--- src/rtl/fdma_pkg.sv ---
// Shared FDMA definitions used by the write engine and the read engine.
// Holds the beat geometry, the fixed AXI encodings, the 4 KB boundary and the
// write-engine state type.
package fdma_pkg;

    localparam int unsigned DATA_WIDTH_DEF = 128;
    localparam int unsigned BPB            = DATA_WIDTH_DEF / 8;
    localparam int unsigned BOUNDARY_4K    = 4096;

    localparam logic [1:0] AXI_BURST_INCR = 2'b01;
    localparam logic [1:0] AXI_RESP_OKAY  = 2'b00;
    // Bufferable + modifiable, no allocate hints.
    localparam logic [3:0] AXI_CACHE_BUF  = 4'b0011;
    localparam logic [2:0] AXI_PROT_NONE  = 3'b000;

    typedef enum logic [1:0] {
        StIdle,
        StAw,
        StW,
        StB
    } fdma_wr_state_t;

endpackage

--- src/rtl/fdma_axi_wr_if.sv ---
// Signal bundle between the FDMA write engine, the controller's write FIFO and
// the AXI4 write channels.
//   master : engine side (drives AW/W/B-ready and FDMA status)
//   slave  : controller + AXI slave side
interface fdma_axi_wr_if #(
    parameter int unsigned ADDR_WIDTH = 32,
    parameter int unsigned DATA_WIDTH = 128
);

    // Controller request / FIFO side
    logic [ADDR_WIDTH-1:0]   fdma_waddr;
    logic                    fdma_wareq;
    logic [15:0]             fdma_wsize;
    logic                    fdma_wbusy;
    logic [DATA_WIDTH-1:0]   fdma_wdata;
    logic                    fdma_wready;
    logic                    fdma_wvalid;
    logic                    fdma_werr;

    // AXI4 write address channel
    logic [ADDR_WIDTH-1:0]   m_axi_awaddr;
    logic [7:0]              m_axi_awlen;
    logic [2:0]              m_axi_awsize;
    logic [1:0]              m_axi_awburst;
    logic [3:0]              m_axi_awcache;
    logic [2:0]              m_axi_awprot;
    logic                    m_axi_awvalid;
    logic                    m_axi_awready;

    // AXI4 write data channel
    logic [DATA_WIDTH-1:0]   m_axi_wdata;
    logic [DATA_WIDTH/8-1:0] m_axi_wstrb;
    logic                    m_axi_wlast;
    logic                    m_axi_wvalid;
    logic                    m_axi_wready;

    // AXI4 write response channel
    logic [1:0]              m_axi_bresp;
    logic                    m_axi_bvalid;
    logic                    m_axi_bready;

    modport master (
        input  fdma_waddr, fdma_wareq, fdma_wsize, fdma_wdata, fdma_wready,
        input  m_axi_awready, m_axi_wready, m_axi_bresp, m_axi_bvalid,
        output fdma_wbusy, fdma_wvalid, fdma_werr,
        output m_axi_awaddr, m_axi_awlen, m_axi_awsize, m_axi_awburst,
        output m_axi_awcache, m_axi_awprot, m_axi_awvalid,
        output m_axi_wdata, m_axi_wstrb, m_axi_wlast, m_axi_wvalid,
        output m_axi_bready
    );

    modport slave (
        output fdma_waddr, fdma_wareq, fdma_wsize, fdma_wdata, fdma_wready,
        output m_axi_awready, m_axi_wready, m_axi_bresp, m_axi_bvalid,
        input  fdma_wbusy, fdma_wvalid, fdma_werr,
        input  m_axi_awaddr, m_axi_awlen, m_axi_awsize, m_axi_awburst,
        input  m_axi_awcache, m_axi_awprot, m_axi_awvalid,
        input  m_axi_wdata, m_axi_wstrb, m_axi_wlast, m_axi_wvalid,
        input  m_axi_bready
    );

endinterface

--- src/rtl/fdma_burst_len.sv ---
// Burst length calculator shared by the FDMA read and write engines.
// o_len = min(i_remain, MAX_BURST_LEN, beats left before the next 4 KB line).
// Ports:
//   i_addr_lo : byte address bits [11:0] of the next burst (beat aligned)
//   i_remain  : beats still to transfer
//   o_len     : beats in the next burst (1..MAX_BURST_LEN when i_remain > 0)
module fdma_burst_len
    import fdma_pkg::*;
#(
    parameter int unsigned MAX_BURST_LEN  = 256,
    parameter int unsigned BYTES_PER_BEAT = BPB
) (
    input  logic [11:0] i_addr_lo,
    input  logic [15:0] i_remain,
    output logic [8:0]  o_len
);

    localparam int unsigned LP_SHIFT = $clog2(BYTES_PER_BEAT);
    localparam logic [12:0] LP_4K    = 13'(BOUNDARY_4K);
    localparam logic [15:0] LP_MAX   = 16'(MAX_BURST_LEN);

    logic [12:0] w_room_bytes;
    logic [12:0] w_room_beats;
    logic [15:0] w_min;

    always_comb begin
        w_room_bytes = LP_4K - {1'b0, i_addr_lo};
        w_room_beats = w_room_bytes >> LP_SHIFT;
        w_min        = i_remain;
        if ({3'b000, w_room_beats} < w_min) begin
            w_min = {3'b000, w_room_beats};
        end
        if (LP_MAX < w_min) begin
            w_min = LP_MAX;
        end
        o_len = w_min[8:0];
    end

endmodule

--- src/rtl/fdma_axi_wr.sv ---
// FDMA write engine: turns one line-segment request (address, beat count) into
// a sequence of AXI4 INCR write bursts, one burst outstanding at a time, each
// capped at MAX_BURST_LEN beats and never crossing a 4 KB line.
// Ports:
//   ui_clk : clock
//   ui_rst : asynchronous active-high reset
//   bus    : request, FIFO and AXI4 write channels (fdma_axi_wr_if.master)
module fdma_axi_wr
    import fdma_pkg::*;
#(
    parameter int unsigned ADDR_WIDTH    = 32,
    parameter int unsigned DATA_WIDTH    = 128,
    parameter int unsigned MAX_BURST_LEN = 256
) (
    input  logic                ui_clk,
    input  logic                ui_rst,
    fdma_axi_wr_if.master       bus
);

    localparam int unsigned LP_BPB   = DATA_WIDTH / 8;
    localparam int unsigned LP_SHIFT = $clog2(LP_BPB);
    localparam logic [ADDR_WIDTH-1:0] LP_ALIGN_MASK = ~ADDR_WIDTH'(LP_BPB - 1);

    fdma_wr_state_t          r_state, w_state_d;
    logic [ADDR_WIDTH-1:0]   r_cur_addr, w_cur_addr_d;
    logic [15:0]             r_remain, w_remain_d;
    logic [7:0]              r_beat_cnt, w_beat_cnt_d;
    logic                    r_busy, w_busy_d;
    logic                    r_werr, w_werr_d;

    logic [8:0]              w_len;
    logic [8:0]              w_len_m1;
    logic                    w_wvalid;
    logic                    w_w_hs;

    // cur_addr/remain stay constant from AW until the last beat, so the
    // length seen in AW is the one used for beat_cnt and for the update.
    fdma_burst_len #(
        .MAX_BURST_LEN  (MAX_BURST_LEN),
        .BYTES_PER_BEAT (LP_BPB)
    ) u_burst_len (
        .i_addr_lo (r_cur_addr[11:0]),
        .i_remain  (r_remain),
        .o_len     (w_len)
    );

    assign w_len_m1 = w_len - 9'd1;
    assign w_wvalid = (r_state == StW) & bus.fdma_wready;
    assign w_w_hs   = w_wvalid & bus.m_axi_wready;

    always_ff @(posedge ui_clk or posedge ui_rst) begin
        if (ui_rst) begin
            r_state    <= StIdle;
            r_cur_addr <= '0;
            r_remain   <= '0;
            r_beat_cnt <= '0;
            r_busy     <= 1'b0;
            r_werr     <= 1'b0;
        end else begin
            r_state    <= w_state_d;
            r_cur_addr <= w_cur_addr_d;
            r_remain   <= w_remain_d;
            r_beat_cnt <= w_beat_cnt_d;
            r_busy     <= w_busy_d;
            r_werr     <= w_werr_d;
        end
    end

    always_comb begin
        w_state_d    = r_state;
        w_cur_addr_d = r_cur_addr;
        w_remain_d   = r_remain;
        w_beat_cnt_d = r_beat_cnt;
        w_busy_d     = r_busy;
        w_werr_d     = r_werr;

        case (r_state)
            StIdle: begin
                // A zero-length request still produces a one-cycle busy pulse.
                w_busy_d = bus.fdma_wareq;
                if (bus.fdma_wareq && (bus.fdma_wsize != 16'd0)) begin
                    w_cur_addr_d = bus.fdma_waddr & LP_ALIGN_MASK;
                    w_remain_d   = bus.fdma_wsize;
                    w_werr_d     = 1'b0;
                    w_state_d    = StAw;
                end
            end
            StAw: begin
                if (bus.m_axi_awready) begin
                    w_beat_cnt_d = w_len_m1[7:0];
                    w_state_d    = StW;
                end
            end
            StW: begin
                if (w_w_hs) begin
                    if (r_beat_cnt == 8'd0) begin
                        w_remain_d   = r_remain - {7'd0, w_len};
                        w_cur_addr_d = r_cur_addr + (ADDR_WIDTH'(w_len) << LP_SHIFT);
                        w_state_d    = StB;
                    end else begin
                        w_beat_cnt_d = r_beat_cnt - 8'd1;
                    end
                end
            end
            StB: begin
                if (bus.m_axi_bvalid) begin
                    if (bus.m_axi_bresp != AXI_RESP_OKAY) begin
                        w_werr_d = 1'b1;
                    end
                    if (r_remain != 16'd0) begin
                        w_state_d = StAw;
                    end else begin
                        w_state_d = StIdle;
                        w_busy_d  = 1'b0;
                    end
                end
            end
            default: begin
                w_state_d = StIdle;
                w_busy_d  = 1'b0;
            end
        endcase
    end

    // Control outputs decode the async-reset state, so they drop immediately
    // on ui_rst.
    assign bus.m_axi_awaddr  = r_cur_addr;
    assign bus.m_axi_awlen   = (r_state == StAw) ? w_len_m1[7:0] : 8'd0;
    assign bus.m_axi_awsize  = 3'(LP_SHIFT);
    assign bus.m_axi_awburst = AXI_BURST_INCR;
    assign bus.m_axi_awcache = AXI_CACHE_BUF;
    assign bus.m_axi_awprot  = AXI_PROT_NONE;
    assign bus.m_axi_awvalid = (r_state == StAw);

    assign bus.m_axi_wdata   = bus.fdma_wdata;
    assign bus.m_axi_wstrb   = '1;
    assign bus.m_axi_wvalid  = w_wvalid;
    assign bus.m_axi_wlast   = (r_state == StW) & (r_beat_cnt == 8'd0);

    assign bus.m_axi_bready  = (r_state == StB);

    assign bus.fdma_wvalid   = w_w_hs;
    assign bus.fdma_wbusy    = r_busy;
    assign bus.fdma_werr     = r_werr;

endmodule
--- src/flat_wrapper.sv ---
// flat-port wrapper written by rule: the top's interface ports become plain ports
module fdma_axi_wr_flat import fdma_pkg::*;
#(
    parameter int unsigned ADDR_WIDTH    = 32,
    parameter int unsigned DATA_WIDTH    = 128,
    parameter int unsigned MAX_BURST_LEN = 256
)
  (ui_clk, ui_rst, bus_fdma_waddr, bus_fdma_wareq, bus_fdma_wsize, bus_fdma_wdata, bus_fdma_wready, bus_m_axi_awready, bus_m_axi_wready, bus_m_axi_bresp, bus_m_axi_bvalid, bus_fdma_wbusy, bus_fdma_wvalid, bus_fdma_werr, bus_m_axi_awaddr, bus_m_axi_awlen, bus_m_axi_awsize, bus_m_axi_awburst, bus_m_axi_awcache, bus_m_axi_awprot, bus_m_axi_awvalid, bus_m_axi_wdata, bus_m_axi_wstrb, bus_m_axi_wlast, bus_m_axi_wvalid, bus_m_axi_bready);
  fdma_axi_wr_if #(.ADDR_WIDTH(ADDR_WIDTH), .DATA_WIDTH(DATA_WIDTH)) bus_i ();
  input  logic ui_clk;
  input  logic ui_rst;
  input wire logic [$bits(bus_i.fdma_waddr)-1:0] bus_fdma_waddr;
  input wire logic [$bits(bus_i.fdma_wareq)-1:0] bus_fdma_wareq;
  input wire logic [$bits(bus_i.fdma_wsize)-1:0] bus_fdma_wsize;
  input wire logic [$bits(bus_i.fdma_wdata)-1:0] bus_fdma_wdata;
  input wire logic [$bits(bus_i.fdma_wready)-1:0] bus_fdma_wready;
  input wire logic [$bits(bus_i.m_axi_awready)-1:0] bus_m_axi_awready;
  input wire logic [$bits(bus_i.m_axi_wready)-1:0] bus_m_axi_wready;
  input wire logic [$bits(bus_i.m_axi_bresp)-1:0] bus_m_axi_bresp;
  input wire logic [$bits(bus_i.m_axi_bvalid)-1:0] bus_m_axi_bvalid;
  output wire logic [$bits(bus_i.fdma_wbusy)-1:0] bus_fdma_wbusy;
  output wire logic [$bits(bus_i.fdma_wvalid)-1:0] bus_fdma_wvalid;
  output wire logic [$bits(bus_i.fdma_werr)-1:0] bus_fdma_werr;
  output wire logic [$bits(bus_i.m_axi_awaddr)-1:0] bus_m_axi_awaddr;
  output wire logic [$bits(bus_i.m_axi_awlen)-1:0] bus_m_axi_awlen;
  output wire logic [$bits(bus_i.m_axi_awsize)-1:0] bus_m_axi_awsize;
  output wire logic [$bits(bus_i.m_axi_awburst)-1:0] bus_m_axi_awburst;
  output wire logic [$bits(bus_i.m_axi_awcache)-1:0] bus_m_axi_awcache;
  output wire logic [$bits(bus_i.m_axi_awprot)-1:0] bus_m_axi_awprot;
  output wire logic [$bits(bus_i.m_axi_awvalid)-1:0] bus_m_axi_awvalid;
  output wire logic [$bits(bus_i.m_axi_wdata)-1:0] bus_m_axi_wdata;
  output wire logic [$bits(bus_i.m_axi_wstrb)-1:0] bus_m_axi_wstrb;
  output wire logic [$bits(bus_i.m_axi_wlast)-1:0] bus_m_axi_wlast;
  output wire logic [$bits(bus_i.m_axi_wvalid)-1:0] bus_m_axi_wvalid;
  output wire logic [$bits(bus_i.m_axi_bready)-1:0] bus_m_axi_bready;
  assign bus_i.fdma_waddr = bus_fdma_waddr;
  assign bus_i.fdma_wareq = bus_fdma_wareq;
  assign bus_i.fdma_wsize = bus_fdma_wsize;
  assign bus_i.fdma_wdata = bus_fdma_wdata;
  assign bus_i.fdma_wready = bus_fdma_wready;
  assign bus_i.m_axi_awready = bus_m_axi_awready;
  assign bus_i.m_axi_wready = bus_m_axi_wready;
  assign bus_i.m_axi_bresp = bus_m_axi_bresp;
  assign bus_i.m_axi_bvalid = bus_m_axi_bvalid;
  assign bus_fdma_wbusy = bus_i.fdma_wbusy;
  assign bus_fdma_wvalid = bus_i.fdma_wvalid;
  assign bus_fdma_werr = bus_i.fdma_werr;
  assign bus_m_axi_awaddr = bus_i.m_axi_awaddr;
  assign bus_m_axi_awlen = bus_i.m_axi_awlen;
  assign bus_m_axi_awsize = bus_i.m_axi_awsize;
  assign bus_m_axi_awburst = bus_i.m_axi_awburst;
  assign bus_m_axi_awcache = bus_i.m_axi_awcache;
  assign bus_m_axi_awprot = bus_i.m_axi_awprot;
  assign bus_m_axi_awvalid = bus_i.m_axi_awvalid;
  assign bus_m_axi_wdata = bus_i.m_axi_wdata;
  assign bus_m_axi_wstrb = bus_i.m_axi_wstrb;
  assign bus_m_axi_wlast = bus_i.m_axi_wlast;
  assign bus_m_axi_wvalid = bus_i.m_axi_wvalid;
  assign bus_m_axi_bready = bus_i.m_axi_bready;
  fdma_axi_wr #(.ADDR_WIDTH(ADDR_WIDTH), .DATA_WIDTH(DATA_WIDTH), .MAX_BURST_LEN(MAX_BURST_LEN)) u_core (.ui_clk(ui_clk), .ui_rst(ui_rst), .bus(bus_i));
endmodule
--- config.mk ---
export PLATFORM = sky130hd
export DESIGN_NAME = fdma_axi_wr_flat
export DESIGN_NICKNAME = d
export VERILOG_FILES = /design/src/rtl/fdma_pkg.sv /design/src/rtl/fdma_axi_wr_if.sv /design/src/rtl/fdma_burst_len.sv /design/src/rtl/fdma_axi_wr.sv /design/src/flat_wrapper.sv
export SDC_FILE = /design/constraint.sdc
export NUM_CORES = 1
export LEC_CHECK = 0
export ABC_AREA = 1
export BUFFER_PORTS_ARGS = -buffer_cell sky130_fd_sc_hd__buf_2
export CORE_AREA = 2 2 152 154
export CTS_CLUSTER_DIAMETER = 60
export DETAILED_ROUTE_END_ITERATION = 8
export DIE_AREA = 0 0 154 156
export GPL_ROUTABILITY_DRIVEN = 1
export PLACE_DENSITY_LB_ADDON = 0.08
export SLEW_MARGIN = 20
export SYNTH_ARGS = -nofsm -noshare
export SYNTH_HDL_FRONTEND = slang
export SYNTH_SLANG_ARGS = --single-unit
--- constraint.sdc ---
create_clock -name ui_clk -period 12.2 [get_ports ui_clk]
set_input_delay 3.05 -clock ui_clk [delete_from_list [all_inputs] [get_ports ui_clk]]
set_output_delay 3.05 -clock ui_clk [all_outputs]
set_load 0.01 [all_outputs]
==> impl_summary.txt, run 1 <==
----------------------------------------------------
[STA]
  Worst-Margin Slew ... 0.891 ns
  Pins Over Slew Limit ... 0
  Slew Limit Headroom ... 39.8%
  RSZ-0062 raised after global routing ... false
  Post-layout minimum cycle time ... 7.45 ns
  Number of failing hold endpoints at the final stage ... 0
  Post-route fraction of the period consumed by the critical path ... 61.1%
  Worst hold margin ... 0.489 ns
  Total negative slack ... 0 ns
  Layout Skew ... 0.00985 ns
  Post-layout worst setup margin ... 4.75 ns
  Final setup viols ... 0
  Maximum clock frequency ... 0.134 GHz

[Die]
  Vertical die dimension ... 156 µm
  Die X ... 154 µm
  Die area ... 0.0240 mm²
  Starting utilization of the core area ... 27.7%
  Number of top-level design ports ... 388
  Total number of placement rows ... 55
  Core area ... 0.0224 mm²

[Placed design]
  IO Port Bufs ... 95
  Place WS ... 5.00 ns
  Placed instance area ... 0.00589 mm²
  Post-DP HPWL ... 13900 µm
  Routability congestion estimate ... 0.809

[Clock tree]
  Register clock-pin slew on the reported worst setup and hold paths ... 0.09 ns
  Clock insertion delay at the later pin of the skew report ... 0.32 ns
  Root buffer cell ... clkbuf_16
  Number of clock buffers inserted by TritonCTS ... 5
  Quantity of hold-fixing buffers added after cts ... 0
  # resized after CTS ... 0
  Maximum level of the CTS H-tree ... 2
  CTS Buffer Depth ... 2
  CTS tree ... done
  Post-CTS setup buffer count ... 0
  TritonCTS sink count ... 56

[Logic synthesis]
  Average size of a mapped cell ... 6.80 µm²
  Share of the yosys chip area belonging to registers ... 22.6%
  Area of the mapped netlist ... 0.00620 mm²
  Post-synth EDFFs ... 0
  YS warnings ... 0
  Proportion of synthesized flip-flops having asynchronous set or reset ... 100%
  Number of distinct library cells after synthesis ... 50
  Seq cells post-synth ... 56
  Number of cells produced by synthesis ... 912
  Top_reg_cell synth ... dfrtp_1

[Setup path]
  Critical-path maximum fanout ... 9
  Launch point of the worst reg-to-reg path ... u_core.bus.m_axi_awaddr[5]
  Crit start category ... flop
  Worst flop-to-flop path endpoint ... u_core.bus.m_axi_awaddr[29]
  Register-to-Register Path Depth ... 37
  Arrival time of data at the critical path endpoint ... 4.40 ns
  Critical Path End Type ... output pin
  Path type of the worst setup path ... reg -> out
  Internal reg-to-reg setup slack ... 6.61 ns
  Endpoint required time on the critical path ... 9.15 ns

[Drt]
  Final routed wirelength across all metal layers ... 18100 µm
  DRC ... 0
  Detail-routed net length per standard cell ... 15.7 µm
  Count of vias placed by the detailed router ... 5209
  First-pass iteration count of the detailed router ... 4
  Vias per std cell ... 4.52
  Antenna-violating nets left ... 0
  Detailed router's first-iteration violation count ... 217

[Global route]
  Total global-route track usage ... 15.2%
  Via count of the first global-routing pass ... 5215
  Largest net degree at the start of global routing ... 61
  Wire length of the first global-routing pass ... 28800 µm
  Initial antenna violation count ... 0
  Global route overflow ... 0

[Final layout]
  Final design utilization ... 27.0%
  Net count, final ... 1088
  Share of post-route cells with drive strength above 1 ... 16.5%
  Antenna fix cells ... 0
  Layout overhead on the synthesized area ... -2.54%
  Post-route design area ... 0.00604 mm²

[Hold path]
  Hold worst-path end ... u_core.bus.fdma_wbusy
  Number of cells on the worst hold path ... 2
  Worst hold path startpoint ... u_core.bus.fdma_wbusy
  Classification of the worst-slack hold path ... reg -> reg

[Status]
  Result of the run ... completed

[Power and ir drop]
  Pwr dens ... 336 mW/mm²
  Worst IR Drop VDD ... 0.0865 mV
  Leak pwr ... 0.00313 µW

[Run]
  Maximum capacitance violations ... 0

----------------------------------------------------
-- cell usage after synthesis, types with 3 or more instances --
master | number | area share, %
a21oi_1 | 34 | 2.7
a31oi_1 | 3 | 0.30
buf_2 | 5 | 0.40
buf_4 | 160 | 19
clkbuf_1 | 15 | 0.91
dfrtp_1 | 56 | 23
ha_1 | 34 | 6.9
inv_1 | 94 | 5.7
inv_2 | 4 | 0.24
nand2_1 | 194 | 12
nand2_2 | 3 | 0.30
nand3_1 | 42 | 3.4
nand3b_1 | 4 | 0.48
nand4_1 | 9 | 0.91
nor2_1 | 72 | 4.4
nor2_2 | 3 | 0.30
nor3_1 | 10 | 0.81
nor3_2 | 3 | 0.48
nor4_1 | 6 | 0.61
o211ai_1 | 10 | 1.2
o21ai_0 | 61 | 4.9
o21ai_1 | 13 | 1.0
o22ai_1 | 9 | 0.91
or2_2 | 7 | 0.71
xnor2_1 | 3 | 0.42
xor2_1 | 23 | 3.2
-- worst max-delay path, stage by stage, from the launching register on --
cell and delay (ns):
dfrtp_1 0.43, inv_1 0.16, ha_1 0.16, nand2_1 0.05, nor2_1 0.25, nand3_1 0.16, xor2_1 0.22, inv_1 0.07
ha_1 0.27, nand2_1 0.06, o21a_1 0.18, nand2_1 0.10, nand2_4 0.12, nand2_8 0.12, inv_4 0.05, o21ai_4 0.27
nor2_1 0.12, inv_1 0.20, ha_1 0.22, inv_1 0.05, nor2_1 0.26, nand3_1 0.14, a21oi_1 0.24, buf_2 0.18
-- registers in the layout, indices dropped and copies added, names as in the netlist --
signal	count
u_core.r_remain	16
u_core.bus.m_axi_awaddr	28
u_core.r_state	2
u_core.bus.fdma_wbusy	1
u_core.bus.fdma_werr	1
u_core.r_beat_cnt	8
-- where the power goes --
group	total (µW)	internal, µW	leakage [µW]	switching [µW]
registers	393	283	0.000688	110
clock network	163	77.7	0.0000742	85.3
logic	1480	519	0.00237	956
total	2030	880	0.00313	1150
-- logic make-up (layout without fill, tap and decap cells) --
| logic type | after synthesis | in the layout | share of synthesized area (%) |
|---|---|---|---|
| flops | 56 | 56 | 22.6 |
| xor+xnor | 26 | 26 | 3.67 |
| buf+inv | 284 | 210 | 27.1 |
| simple gates | 362 | 362 | 25.7 |
| other cells | 2 | 32 | 0.121 |
| compound gates | 146 | 146 | 13.3 |
| fa+ha+maj | 36 | 36 | 7.51 |
-- through the flow --
| step | instances | total power (µW) |
|---|---|---|
| finish | 1153 | 2030 |
| global route | 1153 | 2290 |
| CTS | 1153 | 2070 |
| detailed placement | 1145 | 1890 |
| global placement | 1145 | 1890 |
| floorplan | 942 | 1500 |
-- cells in the final DEF, fill, tap and decap left out, drive strengths merged --
master	synthesis	layout
nand2	200	200
inv	100	101
buf	167	100
nor2	76	76
o21ai	76	76
dfrtp	56	56
nand3	43	43
a21oi	36	36
ha	34	34
conb	2	32
xor2	23	23
nor3	14	14
o211ai	10	10
nand4	9	9
o22ai	9	9
or2	8	8
nor4	6	6
clkbuf	15	5
nand3b	4	4
clkinv	2	4
xnor2	3	3
a31oi	3	3
a21o	2	2
a211oi	2	2
o21a	2	2
o221ai	2	2
fa	2	2
o41ai	1	1
and3	1	1
a22oi	1	1
o21bai	1	1
and2	1	1
o31ai	1	1
-- routing by layer --
metal,routed length [µm],up-vias,GRT usage (%)
met1,9010,2345,21.2
met2,7860,165,24.0
met4,302,0,3.78
met5,0,-,0
li1,-,2661,-
met3,968,38,2.94
-- worst max path at each step --
| stage | from | slack, ns | to | depth (start not counted) |
|---|---|---|---|---|
| after floorplan | bus_fdma_wready | 5.84 | bus_fdma_wvalid | 2 |
| after global placement | u_core.bus.m_axi_awaddr[5] | 4.97 | bus_m_axi_awlen[6] | 23 |
| after detailed placement | u_core.bus.m_axi_awaddr[5] | 5.00 | bus_m_axi_awlen[6] | 23 |
| after CTS | u_core.bus.m_axi_awaddr[5] | 4.64 | bus_m_axi_awlen[6] | 23 |
| after global routing | u_core.bus.m_axi_awaddr[5] | 4.31 | bus_m_axi_awlen[6] | 23 |
| final | u_core.bus.m_axi_awaddr[5] | 4.75 | bus_m_axi_awlen[6] | 23 |
-- final cells by class --
| cell class | instances | area (µm²) |
|---|---|---|
| clock buffer | 5 | 125 |
| clock inverter | 3 | 22.5 |
| fill | 2576 | 16300 |
| inverter | 102 | 388 |
| multi-input combinational | 602 | 3240 |
| sequential | 56 | 1400 |
| tap | 285 | 357 |
| timing repair buffer | 100 | 513 |
No activity file was read; power rests on OpenSTA's default activity.
==> run 2: changes to the inputs <==
CORE_AREA = 2 2 149 151   (was 2 2 152 154)
DIE_AREA = 0 0 151 153   (was 0 0 154 156)
clock period = 7.3 ns   (was 12.2 ns; I/O delays follow)
==> impl_summary.txt, run 2 (synthesis gave the netlist of run 1 again) <==
----------------------------------------------------
[Setup path]
  Endpoint required time on the critical path ... 5.48 ns
  Critical Path End Type ... output pin
  Ordered list of cells on the worst path ... inv_1, ha_1, nand2_1, nor2_1, nand3_1, xor2_1, inv_1, ha_1, nand2_1, o21a_1, nand2_1, nand2_4, nand2_8, inv_4, o21ai_4, nor2_1, inv_1, ha_1, inv_1, nor2_1, nand3_1, a21oi_1, buf_2
  Top cell family by delay on the critical path ... simple AND/OR/NAND/NOR gates
  Path type of the worst setup path ... reg -> out
  Cell occurring most often along the worst timing path ... inv_1
  Bufs and invs on worst path ... 6
  Crit start category ... flop
  Crit path max-delay cell type ... dfrtp_1
  Max incr delay on CP ... 0.44 ns
  Arrival time of data at the critical path endpoint ... 4.27 ns
  Critical-path maximum fanout ... 9

[Global route]
  Total global-route track usage ... 15.3%
  Via count of the first global-routing pass ... 5078
  Largest net degree at the start of global routing ... 64
  Initial antenna violation count ... 0
  Global route overflow ... 0
  Wire length of the first global-routing pass ... 27500 µm

[Final layout]
  Antenna fix cells ... 0
  Share of post-route cells with drive strength above 1 ... 16.5%
  Largest register FFs ... 28
  Final design utilization ... 28.2%
  Most frequent cells in the layout ... nand2_1 (194), buf_2 (95), inv_1 (92)
  Post-route design area ... 0.00607 mm²
  Leading cell type in the layout, fill and taps excluded ... nand2_1
  Layout overhead on the synthesized area ... -2.16%
  Net count, final ... 1088

[Hold path]
  Classification of the worst-slack hold path ... reg -> reg

[Power and ir drop]
  Pwr Total ... 3410 µW
  Pwr dens ... 561 mW/mm²
  Worst IR Drop VDD ... 0.243 mV
  Leak pwr ... 0.00314 µW

[STA]
  Total negative slack ... 0 ns
  Slew Limit Headroom ... 42.2%
  Worst-Margin Slew ... 0.856 ns
  Number of failing hold endpoints at the final stage ... 0
  Post-layout minimum cycle time ... 6.09 ns
  Layout Skew ... 0.00684 ns
  Maximum clock frequency ... 0.164 GHz
  Worst hold margin ... 0.496 ns
  RSZ-0062 raised after global routing ... false
  Pins Over Slew Limit ... 0
  Post-route fraction of the period consumed by the critical path ... 83.5%
  Final setup viols ... 0

[Die]
  Number of top-level design ports ... 388
  Die X ... 151 µm
  Vertical die dimension ... 153 µm
  Starting utilization of the core area ... 28.9%
  Total number of placement rows ... 54
  Core area ... 0.0215 mm²
  Die area ... 0.0231 mm²

[Placed design]
  Routability congestion estimate ... 0.804
  Placed instance area ... 0.00589 mm²
  IO Port Bufs ... 95
  Post-DP HPWL ... 13300 µm

[Drt]
  First-pass iteration count of the detailed router ... 4
  DRC ... 0
  Detailed router's first-iteration violation count ... 228
  Detail-routed net length per standard cell ... 15.2 µm
  Final routed wirelength across all metal layers ... 17500 µm
  Vias per std cell ... 4.48
  Antenna-violating nets left ... 0
  Count of vias placed by the detailed router ... 5141

[Clock tree]
  Quantity of hold-fixing buffers added after cts ... 0
  # resized after CTS ... 0
  Register clock-pin slew on the reported worst setup and hold paths ... 0.08 ns
  CTS Buffer Depth ... 2
  Number of clock buffers inserted by TritonCTS ... 5
  Maximum level of the CTS H-tree ... 2
  Post-CTS setup buffer count ... 0
  CTS tree ... done
  TritonCTS sink count ... 56
  Root buffer cell ... clkbuf_16
  Clock insertion delay at the later pin of the skew report ... 0.31 ns

[Run]
  Maximum capacitance violations ... 0

[Status]
  Result of the run ... completed

----------------------------------------------------
-- run 2: cell count changes in the layout (fill, tap and decap cells not counted), sizes merged --
cell and change:
bufinv +1, inv -1, clkinv -1, clkbuf +1
-- run 2: final timing paths --
check / start / endpoint / slack, ns / cells past startpoint
max: u_core.bus.m_axi_awaddr[5] / bus_m_axi_awlen[6] / 1.21 / 23
min: u_core.bus.fdma_wbusy / u_core.bus.fdma_wbusy / 0.50 / 2
max reg2reg: u_core.bus.m_axi_awaddr[5] / u_core.r_remain[15] / 1.70 / 37
min reg2reg: u_core.bus.fdma_wbusy / u_core.bus.fdma_wbusy / 0.50 / 2
max in group asynchronous: ui_rst / u_core.bus.m_axi_awaddr[18] / 5.03 / 3
min in group asynchronous: ui_rst / u_core.bus.fdma_werr / 1.75 / 3
-- run 2: worst min-delay path, cell delays in order, from the launching register on --
cell	delay, ns
dfrtp_1	0.36
nand2_1	0.06
nand2_1	0.05
-- run 2: power by group --
group / internal [µW] / switching, µW
registers: 473 / 179
logic: 866 / 1580
clock network: 173 / 135
-- run 2: layout make-up --
cell class / instances / area [µm²]
multi-input combinational: 602 / 3240
clock buffer: 6 / 139
tap: 280 / 350
clock inverter: 2 / 38.8
fill: 2482 / 15400
sequential: 56 / 1400
timing repair buffer: 100 / 513
inverter: 102 / 388
-- run 2: metrics by stage --
stage	setup slack [ns]	std cells
floorplan	2.21	942
global placement	1.56	1140
detailed placement	1.54	1140
CTS	1.17	1148
global route	0.790	1148
finish	1.21	1148
-- run 2: layer usage --
layer / GRT usage, % / vias up / share of wire, %
li1: - / 2650 / -
met1: 21.6 / 2321 / 50
met2: 24.3 / 153 / 44
met3: 2.99 / 17 / 5.3
met4: 3.12 / 0 / 0.95
met5: 0 / - / 0
